### src/rtl/al_key_entry.sv
`timescale 1ns/1ps
// al_key_entry: PS/2 time/alarm entry controller. Decodes T|A, four
// BCD digits and Enter into a validated HHMM load strobe.
// Ports: clk, reset_n (async, active low), key_code/key_valid (scan-code
// byte strobe), sec_tick (1 Hz pulse); digits/digit_count (entry
// buffer), entry_active, entry_is_alarm, load_time, load_alarm, error.
module al_key_entry #(
    parameter int TIMEOUT_SEC = 10
) (
    input  logic        clk,
    input  logic        reset_n,
    input  logic [7:0]  key_code,
    input  logic        key_valid,
    input  logic        sec_tick,
    output logic [15:0] digits,
    output logic [2:0]  digit_count,
    output logic        entry_active,
    output logic        entry_is_alarm,
    output logic        load_time,
    output logic        load_alarm,
    output logic        error
);

    localparam int TW = (TIMEOUT_SEC < 1) ? 1 : $clog2(TIMEOUT_SEC + 1);
    localparam logic [TW-1:0] TMAX = TW'(TIMEOUT_SEC);

    localparam logic [7:0] K_BRK   = 8'hF0;
    localparam logic [7:0] K_EXT   = 8'hE0;
    localparam logic [7:0] K_T     = 8'h2C;
    localparam logic [7:0] K_A     = 8'h1C;
    localparam logic [7:0] K_ENTER = 8'h5A;
    localparam logic [7:0] K_BS    = 8'h66;
    localparam logic [7:0] K_ESC   = 8'h76;

    typedef enum logic [1:0] {
        IDLE        = 2'd0,
        ENTRY_TIME  = 2'd1,
        ENTRY_ALARM = 2'd2
    } state_t;

    state_t        state, state_n;
    logic [15:0]   digits_n;
    logic [2:0]    count_n;
    logic [TW-1:0] timer, timer_n;
    logic          break_pending, brk_n;
    logic          lt_n, la_n, err_n;
    logic          make;
    logic          is_digit;
    logic [3:0]    dval;
    logic          hhmm_ok;

    always_comb begin
        is_digit = 1'b1;
        dval     = 4'd0;
        case (key_code)
            8'h45:   dval = 4'd0;
            8'h16:   dval = 4'd1;
            8'h1E:   dval = 4'd2;
            8'h26:   dval = 4'd3;
            8'h25:   dval = 4'd4;
            8'h2E:   dval = 4'd5;
            8'h36:   dval = 4'd6;
            8'h3D:   dval = 4'd7;
            8'h3E:   dval = 4'd8;
            8'h46:   dval = 4'd9;
            default: is_digit = 1'b0;
        endcase
    end

    // Hours 00-23, minutes 00-59, and a full four-digit buffer.
    assign hhmm_ok = (digit_count == 3'd4)
                  && (digits[15:12] <= 4'd2)
                  && (digits[11:8] <= 4'd9)
                  && ((digits[15:12] != 4'd2) || (digits[11:8] <= 4'd3))
                  && (digits[7:4] <= 4'd5)
                  && (digits[3:0] <= 4'd9);

    // A prefix byte leaves break_pending untouched; otherwise a pending
    // break swallows exactly one byte.
    assign make = key_valid && (key_code != K_EXT)
               && (key_code != K_BRK) && !break_pending;

    always_comb begin
        state_n  = state;
        digits_n = digits;
        count_n  = digit_count;
        timer_n  = timer;
        brk_n    = break_pending;
        lt_n     = 1'b0;
        la_n     = 1'b0;
        err_n    = 1'b0;

        if (key_valid && (key_code != K_EXT)) begin
            if (break_pending) brk_n = 1'b0;
            else if (key_code == K_BRK) brk_n = 1'b1;
        end

        if (state == IDLE) begin
            if (make && (key_code == K_T || key_code == K_A)) begin
                state_n  = (key_code == K_T) ? ENTRY_TIME : ENTRY_ALARM;
                digits_n = 16'h0000;
                count_n  = 3'd0;
                timer_n  = '0;
            end
        end else if (make) begin
            timer_n = '0;
            if (is_digit) begin
                if (digit_count < 3'd4) begin
                    digits_n = {digits[11:0], dval};
                    count_n  = digit_count + 3'd1;
                end
            end else begin
                case (key_code)
                    K_BS: begin
                        if (digit_count != 3'd0) begin
                            digits_n = {4'h0, digits[15:4]};
                            count_n  = digit_count - 3'd1;
                        end
                    end
                    K_ENTER: begin
                        if (hhmm_ok) begin
                            lt_n    = (state == ENTRY_TIME);
                            la_n    = (state == ENTRY_ALARM);
                            state_n = IDLE;
                        end else begin
                            err_n = 1'b1;
                        end
                    end
                    K_ESC: state_n = IDLE;
                    K_T, K_A: begin
                        state_n  = (key_code == K_T) ? ENTRY_TIME : ENTRY_ALARM;
                        digits_n = 16'h0000;
                        count_n  = 3'd0;
                    end
                    default: ;
                endcase
            end
        end else if (sec_tick) begin
            if (timer != TMAX) timer_n = timer + TW'(1);
            if (timer_n == TMAX) state_n = IDLE;
        end
    end

    always_ff @(posedge clk or negedge reset_n) begin
        if (!reset_n) begin
            state         <= IDLE;
            digits        <= 16'h0000;
            digit_count   <= 3'd0;
            timer         <= '0;
            break_pending <= 1'b0;
            load_time     <= 1'b0;
            load_alarm    <= 1'b0;
            error         <= 1'b0;
        end else begin
            state         <= state_n;
            digits        <= digits_n;
            digit_count   <= count_n;
            timer         <= timer_n;
            break_pending <= brk_n;
            load_time     <= lt_n;
            load_alarm    <= la_n;
            error         <= err_n;
        end
    end

    assign entry_active   = (state != IDLE);
    assign entry_is_alarm = (state == ENTRY_ALARM);

endmodule

### config.mk
export PLATFORM = sky130hd
export DESIGN_NAME = al_key_entry
export DESIGN_NICKNAME = d
export VERILOG_FILES = /design/src/rtl/al_key_entry.sv
export SDC_FILE = /design/constraint.sdc
export NUM_CORES = 1
export LEC_CHECK = 0
export BUFFER_PORTS_ARGS = -buffer_cell sky130_fd_sc_hd__clkbuf_2
export CORE_ASPECT_RATIO = 0.8
export CORE_MARGIN = 3
export CORE_UTILIZATION = 40
export CTS_BUF_LIST = sky130_fd_sc_hd__clkbuf_8
export CTS_CLUSTER_SIZE = 12
export DETAILED_ROUTE_END_ITERATION = 16
export PLACE_DENSITY = 0.6
export SYNTH_ARGS = -nofsm -noshare
export SYNTH_HDL_FRONTEND = slang
export SYNTH_SLANG_ARGS = --single-unit
### constraint.sdc
create_clock -name clk -period 1.9 [get_ports clk]
set_input_delay 0.19 -clock clk [delete_from_list [all_inputs] [get_ports clk]]
set_output_delay 0.19 -clock clk [all_outputs]
set_load 0.02 [all_outputs]
# Word level (Yosys, flattened, before mapping)
# Cells that the tools add are included.
dict set report classes {
  order_cmp 6
  n_eq_ne 30
  addsub 3
  n_mux 50
  reduce_logical 24
}
# op n
set op_table {}
lappend op_table {{$mux 16} 6}
lappend op_table {{$eq 8x6->1 const B} 7}
lappend op_table {{$eq 8x7->1 const B} 5}
lappend op_table {{$pmux 4 s9} 1}
lappend op_table {{$mux 4} 8}
lappend op_table {{$pmux 16 s2} 1}
lappend op_table {{$eq 8x5->1 const B} 3}
lappend op_table {{$mux 1} 18}
lappend op_table {{$mux 3} 6}
lappend op_table {{$mux 2} 8}
lappend op_table {{$ne 8x8->1 const B} 2}
lappend op_table {{$ne 4x4->1 const B} 3}
lappend op_table {{$reduce_or 10->1} 1}
lappend op_table {{$logic_and 1x1->1} 9}
lappend op_table {{$reduce_bool 3->1} 3}
lappend op_table {{$eq 8x8->1 const B} 1}
lappend op_table {{$le 4x2->1 const B} 2}
lappend op_table {{$le 4x4->1 const B} 2}
lappend op_table {{$pmux 2 s3} 1}
lappend op_table {{$pmux 3 s2} 1}
lappend op_table {{$reduce_and 6->1} 1}
lappend op_table {{$ne 5x1->1 const B} 1}
lappend op_table {{$reduce_and 5->1} 1}
lappend op_table {{$add 4x1->4 const B} 1}
lappend op_table {{other kinds (19)} 21}
dict set report word_totals {
  ff_bits 29
  out_inout_bits 24
  wordCells 121
}

# Logic depth before layout (Yosys ltp)
# Gate-level depths: netlist of the first run.
dict set report depth {
  depth_word 11
  ltp_mapped 9
  depth_no_buf 8
}

# Worst setup path after synthesis of the first run
# No wires, ideal clock.
dict set report synth_timing {
  path_type {input to register}
  from {input key_code[3]}
  to {register digits[2]}
  arrival_ps 2270
  stages 8
  path_buffers 2
  slack_ps -495
  t_required_ps 1775
  path_cell_list {buf_6 -> or4b_4 -> nor4b_4 -> a41oi_2 -> and3_4 -> buf_6 -> o31ai_4 -> mux2_4}
}
dict set report synth_between {
  elab_chain_len 7
  elab_cells_between_ends 35
}
# item line
set synth_rtl {}
lappend synth_rtl {{start, declared} 12} ;# input logic [7:0] key_code,
lappend synth_rtl {{parallel branches: the longest is 7 deep, another holds $reduce_or 10->1} n/a}
lappend synth_rtl {{end signal, assigned} 156} ;# digits <= digits_n;
lappend synth_rtl {{end, declared} 15} ;# output logic [15:0] digits,
# Several ways; the timed one is not identified. The select of a mux whose other input is x is not followed.
# A chain may end at the register's enable or synchronous reset.

# Worst setup path after layout of the first run
dict set report layout_timing {
  from {input key_code[3]}
  to {register digits[8]}
}
# The elaborated chain is that of the path after synthesis.

==> impl_results.md, run 1 <==
- Number of H-tree levels: 2
- Post-Layout Cell Count: 370
- GR Util All Layers: 19.1%
- Vias: 1,985
- Fill cell count: approximately 430
- Critical path peak fanout: 9
- Seq/Total Area, Yosys: approximately 36%
- Hold Crit Class: in2reg
- Crit Path Class: in2reg
- 1st-pass router iterations: 4
- Clock sink count: 29
- Pwr/cell area: 1120 mW/mm2
- Area share of the largest cell type after synthesis: 35.7%
- Nets: approximately 330
- Share of the clock period used by the worst path: 98.7%
- Hold_ws: 0.192 ns
- Worst hold path cell count: 3
- Share of post-route cells with drive strength above 1: 40.3%
- Largest net degree at the start of global routing: 30
- Avg Inst Size Synth: 9.00 um2
- Antenna Cells: 0
- Max_slew headroom: between 40% and 50%
- Worst VDD drop: 0.000898 V
- Pleak: 0.00135 uW
- Startpoint type of the worst setup path: input pin
- Num CTS Buffers: 5
- Synth warn: 0
- Yosys cell types: 54
- Vias in the first global route: between 1.5k and 2k
- Core Util, Final: between 50% and 60%
- Unrepaired setup endpoints after global routing: yes
- EDFF count, synth: 0
- Placed cells: between 300 and 400
- DIE AREA: about 0.0060 mm2
- Maximum clock frequency: roughly 530 MHz
- Die extent in y: 69.8 um
- Final setup skew: 0.00551 ns
- Status: finished, final reports clean
- Core area: 0.00473 mm2
- Clk Latency, worst-skew pair: 0.28 ns
- GR Overflow Total: 0
- Setup_tns: 0 ns
- Commonest cells post-synth: dfrtp_1 (29), nand2_1 (26), nor2_1 (18), o21ai_0 (17), inv_1 (13)
- 1st-iter DRT viols: 91
- Number of core rows: 22
- Routed Antenna Nets: 0
- Synth Flop Type: dfrtp_1
- CTS max path bufs: 2
- Asr flop ratio synth: 100%
- Final setup fails: 0
- Initial antenna violation count: 0
- Final Hold Fails: 0
- TritonCTS clock tree: built
- Seq cells post-synth: 29
- Detailed Route WL: approximately 5600 um
- Mapped Nets: 243
- HPWL after detailed placement: 4300 um
- R2r worst-path depth: 8
- Yosys top cell by area: dfrtp_1
- Ports: 36
- CP endpoint kind: register
- Worst EP required: 2.06 ns
- Post-DR vias/cell: 5.36
- Worst-Margin Slew: 0.758 ns
- Die span in x: 85.7 um
- Clk slew on worst S/H paths: 0.07 ns
- First-pass GRT wire length: 9220 um
- # DRC: 0
- Area grow syn2layout: 37.8%
- Final Wtd Congestion: between 0.8 and 0.9
- Post-synthesis instance area: 0.00203 mm2
- Root Buffer: clkbuf_8
- Critical path arrival: 2.04 ns
- Most numerous cell in the Yosys netlist: dfrtp_1
- Min Tclk post-route: 1.87 ns
- Starting Density: 43.0%
- Post-synthesis cell count: 226
- Port bufs: 35
- Ranking of synthesized cells by area: dfrtp_1 (36%), nand2_1 (4.8%), mux2i_1 (4.4%)
- Wire length per cell: 15.0 um
- Slew Limit Fails: 0
- Total of max-cap violations: 0
-- final timing paths --
kind / start / endpoint / slack [ns]
worst min-delay path: key_valid / break_pending / 0.19
max in group asynchronous: reset_n / digits[6] / 0.91
worst max register to register: digit_count[0] / digits[8] / 0.07
worst min register to register: state[1] / load_time / 0.46
worst max-delay path: key_code[3] / digits[8] / 0.03
min in group asynchronous: reset_n / digits[15] / 0.51
-- report_power, final --
| part | total, uW | switching, uW | internal [uW] |
|---|---|---|---|
| Clock | 578 | 251 | 327 |
| Combinational | 1510 | 838 | 668 |
| Sequential | 1050 | 218 | 832 |
-- cell type report --
class,count,area [um2],share of cell area (%)
multi-input cells,171,1250,44.5
flip-flops and latches,29,726,25.9
repair buffers,88,602,21.5
clock buffers,7,96.3,3.44
well taps,60,75.1,2.68
inverters,14,52.6,1.87
clock inverters,1,5.00,0.178
-- layout by cell type, fill, tap and decap left out, types with 3 or more instances in the layout --
cell type / instances
a21oi_1: 6
mux2i_1: 9
o32a_2: 3
nor3_1: 8
nand2_1: 26
o2bb2ai_1: 3
nand4_1: 5
clkbuf_8: 7
dfrtp_1: 29
nor2_1: 18
nand3_1: 7
nor2b_1: 5
ha_1: 4
inv_1: 12
xnor2_1: 4
nand2b_1: 4
o21ai_0: 14
nor4_1: 3
buf_4: 49
mux2_4: 5
clkbuf_2: 34
buf_6: 3
-- worst max-delay path, cell delays in order --
cell      delay, ns
clkbuf_2       0.10
or4b_4         0.55
nor4b_4        0.23
a41oi_2        0.07
and3_4         0.21
o31ai_4        0.21
buf_12         0.18
mux2_4         0.30
-- state kept, by name, summed over array words and instances (netlist names) --
register,count
digits,16
load_time,1
load_alarm,1
digit_count,3
state,2
error,1
break_pending,1
timer,4
-- metal layers --
layer / vias to the layer above / global-route usage, % / wire [um]
met3: 7 / 4.16 / 279
met4: 0 / 4.75 / 51
met1: 948 / 29.5 / 2890
met2: 48 / 26.6 / 2330
met5: - / 0 / 0
li1: 982 / - / -
-- repair_timing --
| item | CTS | global route |
|---|---|---|
| cloned | 0 | 0 |
| hold buffers | 1 | 0 |
| hold endpoints to repair | 15 | 0 |
| gates resized for setup | 1 | 14 |
| setup buffers | 0 | 1 |
| endpoints found under the setup margin | 13 | 17 |
-- cell families (layout without fill, tap and decap cells) --
kind of cell / after synthesis / in the layout / share of synthesized area, %
compound gates: 49 / 49 / 18.0
buf+inv: 26 / 110 / 6.15
fa+ha+maj: 5 / 5 / 3.08
simple gates: 95 / 95 / 25.3
flops: 29 / 29 / 35.7
xor+xnor: 6 / 6 / 2.58
mux: 16 / 16 / 9.23
-- per-stage QoR --
stage	power, uW	area, um2	setup WS, ns
after floorplan	1960	2070	-0.408
after global placement	2520	2640	-0.232
after detailed placement	2550	2640	-0.267
after CTS	3130	2750	0.0261
after global routing	3350	2800	-0.0386
final	3130	2800	0.0250
(Power assumes the default switching activity.)
==> inputs of run 2 (changes only) <==
- PLACE_DENSITY: 0.6 -> 0.57
- clock period: 1.9 -> 2 ns (I/O delays scaled with it)
==> run 2 against run 1 <==
Against the previous run: the flow now finishes with violations (negative hold slack); non-clock buffer count down 7; die area unchanged; final cell count down 1.9%; count of clock-buffer cells in the layout unchanged; highest routed layer unchanged.
==> impl_results.md, run 2 (synthesis gave the netlist of run 1 again) <==
- Most common cell after layout, fill and taps aside: buf_4 (unchanged)
- CP Buf/Inv Count: 2 (unchanged)
- R2r worst-path depth: 8 (unchanged)
- Vias in the first global route: 1,905 (was 1,937)
- CP endpoint kind: register (unchanged)
- Clock sink count: 29 (unchanged)
- Core area: 0.00473 mm2 (unchanged)
- Area grow syn2layout: 33.1% (was 37.8%)
- Placed cells: 355 (was 360)
- Crit-path slowest cell: or4b_4 (unchanged)
- Final setup fails: 0 (unchanged)
- Port bufs: 35 (unchanged)
- Pint: 1700 uW (was 1830 uW)
- Storage cell area: 726 um2 (unchanged)
- Sw Ratio: 41.8% (was 41.7%)
- Hold_ws: -0.0181 ns (was 0.192 ns)
- Max incr delay on CP: 0.54 ns (was 0.55 ns)
- Maximum clock frequency: 526 MHz
- GR Util All Layers: 19.6% (was 19.1%)
- Crit Path Class: in2reg (unchanged)
- Combinational share of power: 47.0% (was 48.1%)
- Total of max-cap violations: 0 (unchanged)
- Final setup skew: 0.00555 ns (was 0.00551 ns)
- Most frequent cells in the layout: buf_4 (44), clkbuf_2 (35), dfrtp_1 (29) (was buf_4 (49), clkbuf_2 (34), dfrtp_1 (29))
- First-pass GRT wire length: 9330 um (was 9220 um)
- Post-DP Area: 0.00260 mm2 (was 0.00264 mm2)
- Fin worst setup slack: 0.0980 ns (was 0.0250 ns)
- Worst EP required: 2.16 ns (was 2.06 ns)
- Vias: 1,969 (was 1,985)
- Startpoint type of the worst setup path: input pin (unchanged)
- Detailed Route WL: 5570 um (was 5550 um)
- Post-layout instance area: 0.00271 mm2 (was 0.00280 mm2)
- Starting Density: 43.0% (unchanged)
- Num CTS Buffers: 5 (unchanged)
- Post-CTS setup buffer count: 0 (unchanged)
- Number of H-tree levels: 2 (unchanged)
- Crit path max-delay family: simple AND/OR/NAND/NOR gates (unchanged)
- Slew Limit Fails: 0 (unchanged)
- Crit path depth: 8 (unchanged)
- Routed Antenna Nets: 0 (unchanged)
- Pwr/cell area: 1080 mW/mm2 (was 1120 mW/mm2)
- Status: finished, violations left (was finished, final reports clean)
- Share of post-route cells with drive strength above 1: 37.3% (was 40.3%)
- # DRC: 0 (unchanged)
- Post-DR vias/cell: 5.42 (was 5.36)
- Hold Crit Class: in2async (was in2reg)
- Reg2Reg Setup Slack: 0.13 ns (was 0.07 ns)
- Pleak: 0.00130 uW (was 0.00135 uW)
- Antenna Cells: 0 (unchanged)
- Root Buffer: clkbuf_8 (unchanged)
- Critical path peak fanout: 15 (was 9)
- Number of core rows: 22 (unchanged)
- Clk slew on worst S/H paths: 0.06 ns (was 0.07 ns)
- Largest regs: digits: 16 flops, timer: 4 flops, digit_count: 3 flops (unchanged)
- HPWL after detailed placement: 4300 um (about the same)
- Violated checks: negative hold slack
- Reg-to-Reg Start: digit_count[0] (unchanged)
- Ports: 36 (unchanged)
- Part of the power in registers: 34.4% (was 33.5%)
- Wire length per cell: 15.3 um (was 15.0 um)
- Clk Latency, worst-skew pair: 0.28 ns (about the same)
- Max FFs per register: 16 (unchanged)
- Die span in x: 85.7 um (unchanged)
- DIE AREA: 0.00598 mm2 (unchanged)
- TritonCTS clock tree: built (unchanged)
- Critical path arrival: 2.07 ns (was 2.04 ns)
- Post-Layout Cell Count: 363 (was 370)
- Die extent in y: 69.8 um (unchanged)
- 1st-pass router iterations: 4 (unchanged)
- Nets: 319 (was 326)
- Worst VDD drop: 0.000601 V (was 0.000898 V)
- Multi-input gate area: 0.00121 mm2 (was 0.00125 mm2)
- Worst-Margin Slew: 0.765 ns (was 0.758 ns)
- Worst slack, placed: -0.196 ns (was -0.267 ns)
- Reg2reg end: digit_count[0] (was digits[8])
- GR Overflow Total: 0 (unchanged)
- Share of the clock period used by the worst path: between 90% and 100%
- Critical-path cell list: clkbuf_2 -> or4b_4 -> nor4b_4 -> a41oi_2 -> and3_4 -> o31ai_4 -> buf_12 -> mux2_4 (unchanged)
- P_sw: 1220 uW (was 1310 uW)
- Final Wtd Congestion: 0.798 (was 0.864)
- CTS max path bufs: 2 (unchanged)
- Clock share of power: 18.7% (was 18.4%)
- Max_slew headroom: 49.0% (was 49.5%)
- Largest Register: digits (unchanged)
- Largest net degree at the start of global routing: 30 (unchanged)
- Fill cell count: 463 (was 431)
- Min Tclk post-route: between 1.5 and 2 ns
- Initial antenna violation count: 0 (unchanged)
- 1st-iter DRT viols: 144 (was 91)
- Final Hold Fails: 29 (was 0)
- Core Util, Final: 57.2% (was 59.2%)
==> run 2: per-stage QoR <==
| step | power [uW] | TNS [ns] |
|---|---|---|
| 6_report | 2920 | 0 |
| 4_1_cts | 2950 | 0 |
| 2_1_floorplan | 1860 | -4.82 |
| 3_3_place_gp | 2360 | -2.07 |
| 3_5_place_dp | 2380 | -2.74 |
| 5_1_grt | 3150 | -0.0656 |
==> run 2: layout make-up <==
cell class / count / share of cell area [%]
multi-input combinational: 171 / 44.6
sequential: 29 / 26.8
timing repair buffer: 81 / 20.1
clock buffer: 7 / 3.56
tap: 60 / 2.77
inverter: 14 / 1.94
clock inverter: 1 / 0.185
==> run 2: worst max path at each step <==
stage / from / endpoint / slack [ns]
after detailed placement: key_code[4] / digits[8] / -0.20
after floorplan: key_code[3] / digits[2] / -0.32
final: key_code[4] / digit_count[0] / 0.1
after global placement: key_code[4] / digit_count[0] / -0.16
after global routing: digit_count[1] / digits[11] / -0.02
after CTS: digit_count[0] / digits[8] / 0.07
==> run 2: worst register-to-register path: cells and delay by family, from the launching register on <==
kind	cells	cell delay, ns
flip-flops	1	0.34
AND/OR/NAND/NOR	2	0.32
AO/OA/AOI/OAI	2	0.32
multiplexers	1	0.30
buffers and inverters	2	0.25
adder cells (fa/ha/maj)	1	0.22
==> run 2: per-layer routing <==
| metal | vias up | wire [um] | GRT usage [%] |
|---|---|---|---|
| met5 | - | 0 | 0 |
| met4 | 0 | 65 | 4.75 |
| met3 | 7 | 266 | 3.92 |
| met2 | 43 | 2290 | 27.1 |
| met1 | 947 | 2950 | 30.6 |
| li1 | 972 | - | - |
==> run 2: what timing repair did <==
item                       CTS  global route
setup endpoints to repair    0            10
hold buffers                 0             0
gates resized for setup      0             2
==> run 2: power by group through the flow <==
stage / logic (uW) / registers [uW] / clock network, uW
global placement: 1360 / 1000 / 0
finish: 1370 / 1000 / 546
CTS: 1380 / 1000 / 562
global route: 1530 / 1040 / 585
floorplan: 643 / 1210 / 0
detailed placement: 1370 / 1010 / 0
==> inputs of run 3 (changes only) <==
- CORE_UTILIZATION: 40 -> 58
- PLACE_DENSITY: 0.57 -> 0.79
==> run 3 against run 2 <==
Against the previous run: the run now ends clean; register-to-register slack about the same; via count up 4.2%; fmax down 1.2%; combinational power increased by 3%; critical path depth is the same; die area shrank 29%; utilization rose by 27 points; final cell count fell by 4.1%; count of clock-buffer cells in the layout down 2; power fell by 0.94%; largest power group unchanged.
==> impl_results.md, run 3 (synthesis gave the netlist of run 1 again) <==
- DR WL met3: 421 um (was 266 um)
- Part of the power in registers: 34.3% (was 34.4%)
- Antenna Cells: 0 (unchanged)
- Sw Ratio: 43.1% (was 41.8%)
- Critical path arrival: 2.10 ns (was 2.07 ns)
- Highest layer used for signal routing: met4 (unchanged)
- Combinational share of power: 48.8% (was 47.0%)
- Startpoint type of the worst setup path: input pin (unchanged)
- Final setup skew: 0.00974 ns (was 0.00555 ns)
- Number of core rows: 18 (was 22)
- Post-Route M1 WL: 2570 um (was 2950 um)
- Port bufs: 35 (unchanged)
- Die span in x: 72.2 um (was 85.7 um)
- Worst-Margin Slew: 0.730 ns (was 0.765 ns)
- GR Util All Layers: 29.1% (was 19.6%)
- Routed Antenna Nets: 0 (unchanged)
- Detailed Route WL: 5440 um (was 5570 um)
- Post-layout instance area: 0.00270 mm2 (was 0.00271 mm2)
- Share of post-route cells with drive strength above 1: 38.6% (was 37.3%)
- Vias in the first global route: 1,967 (was 1,905)
- Share of the clock period used by the worst path: 96.3% (was 95.1%)
- Status: finished, final reports clean (was finished, violations left)
- GR Overflow Total: 0 (unchanged)
- DIE AREA: 0.00426 mm2 (was 0.00598 mm2)
- Post-DP Area: 0.00259 mm2 (was 0.00260 mm2)
- Max incr delay on CP: 0.56 ns (was 0.54 ns)
- Initial antenna violation count: 0 (unchanged)
- Max FFs per register: 16 (unchanged)
- P_sw: 1250 uW (was 1220 uW)
- HPWL after detailed placement: 4190 um (was 4300 um)
- Met2 wire len: 2370 um (was 2290 um)
- Vias: 2,052 (was 1,969)
- # DRC: 0 (unchanged)
- Final Hold Fails: 0 (was 29)
- Clock share of power: 16.9% (was 18.7%)
- Num CTS Buffers: 5 (unchanged)
- TritonCTS clock tree: built (unchanged)
- 1st-pass router iterations: 4 (unchanged)
- CP endpoint kind: register (unchanged)
- Most common cell after layout, fill and taps aside: buf_4 (unchanged)
- First-pass GRT wire length: 9510 um (was 9330 um)
- Core area: 0.00322 mm2 (was 0.00473 mm2)
- Crit Path Class: in2reg (unchanged)
- Placed cells: 339 (was 355)
- Worst slack, placed: -0.218 ns (was -0.196 ns)
- Largest net degree at the start of global routing: 30 (unchanged)
- Largest Register: digits (unchanged)
- Worst EP required: 2.17 ns (was 2.16 ns)
- Post-DR vias/cell: 5.90 (was 5.42)
- Post-CTS setup buffer count: 0 (unchanged)
- Critical path peak fanout: 16 (was 15)
- Clk slew on worst S/H paths: 0.07 ns (was 0.06 ns)
- Final setup fails: 0 (unchanged)
- Wire length per cell: 15.6 um (was 15.3 um)
- Number of H-tree levels: 2 (unchanged)
- Min Tclk post-route: 1.93 ns (was 1.90 ns)
- Die extent in y: 59.0 um (was 69.8 um)
- CTS max path bufs: 2 (unchanged)
- Maximum clock frequency: 519 MHz (was 526 MHz)
- Pint: 1650 uW (was 1700 uW)
- Area grow syn2layout: 32.9% (was 33.1%)
- CP Buf/Inv Count: 2 (unchanged)
- Hold Crit Class: in2reg (was in2async)
- Slew Limit Fails: 0 (unchanged)
- Critical-path cell list: clkbuf_2 -> or4b_4 -> nor4b_4 -> a41oi_2 -> and3_4 -> o31ai_4 -> buf_12 -> mux2_4 (unchanged)
- Clock sink count: 29 (unchanged)
- Max_slew headroom: 51.3% (was 49.0%)
- Final Wtd Congestion: 0.984 (was 0.798)
- Starting Density: 63.2% (was 43.0%)
- Pleak: 0.00131 uW (was 0.00130 uW)
- Worst VDD drop: 0.000980 V (was 0.000601 V)
- Pwr/cell area: 1070 mW/mm2 (was 1080 mW/mm2)
- Clk Latency, worst-skew pair: 0.29 ns (was 0.28 ns)
- Crit-path slowest cell: or4b_4 (unchanged)
- Crit path max-delay family: simple AND/OR/NAND/NOR gates (unchanged)
- Largest regs: digits: 16 flops, timer: 4 flops, digit_count: 3 flops (unchanged)
- Core Util, Final: 84.0% (was 57.2%)
- Total of max-cap violations: 0 (unchanged)
- Post-Layout Cell Count: 348 (was 363)
- Nets: 324 (was 319)
- 1st-iter DRT viols: 175 (was 144)
- Setup_tns: 0 ns (unchanged)
- Ports: 36 (unchanged)
- Unrepaired setup endpoints after global routing: no
- Fin worst setup slack: 0.0748 ns (was 0.0980 ns)
- Root Buffer: clkbuf_8 (unchanged)
- Most frequent cells in the layout: buf_4 (49), clkbuf_2 (35), dfrtp_1 (29) (was buf_4 (44), clkbuf_2 (35), dfrtp_1 (29))
-- run 3: timing repair --
| action | 4_1_cts | 5_1_grt |
|---|---|---|
| hold buffers | 1 | 0 |
| endpoints found under the hold margin | 29 | 0 |
| setup endpoints to repair | 0 | 12 |
| gates resized for setup | 0 | 4 |
-- run 3: path summary, 6_finish.rpt --
check	start	to	slack, ns	cells past startpoint
worst max register to register	digits[10]	state[1]	0.13	7
max in group asynchronous	reset_n	digits[1]	1.04	2
worst min register to register	state[1]	load_time	0.48	1
worst max-delay path	key_code[3]	digits[8]	0.07	8
worst min-delay path	key_valid	break_pending	0.19	3
min in group asynchronous	reset_n	break_pending	0.49	2
-- run 3: worst register-to-register path: stages (launching register included) --
cell,delay [ns]
dfrtp_1,0.39
o21ai_0,0.29
nand3_1,0.12
nor3_1,0.26
buf_4,0.17
o221ai_1,0.15
a21oi_1,0.24
o32ai_1,0.12
-- run 3: cell type report --
| cell class | count | area (um2) |
|---|---|---|
| inverter | 14 | 52.6 |
| clock buffer | 5 | 68.8 |
| clock inverter | 3 | 17.5 |
| fill | 214 | 517 |
| sequential | 29 | 726 |
| tap | 40 | 50.0 |
| multi-input combinational | 171 | 1220 |
| timing repair buffer | 86 | 573 |
-- run 3: stage by stage --
stage / hold WS [ns] / power, uW
floorplan: -0.0956 / 1860
finish: 0.185 / 2890
CTS: 0.183 / 2900
detailed placement: 0.291 / 2400
global route: 0.210 / 3110
global placement: 0.286 / 2350
-- run 3: power groups by stage --
stage          Combinational, uW  Clock (uW)  Sequential [uW]
2_1_floorplan                643           0             1210
3_3_place_gp                1360           0              988
3_5_place_dp                1400           0             1000
4_1_cts                     1410         494              990
5_1_grt                     1560         523             1030
6_report                    1410         489              994
-- run 3: metal layers --
metal	vias to the layer above	track usage [%]
met2	79	43.5
li1	984	-
met4	0	6.70
met1	978	42.4
met5	-	0
met3	11	7.46
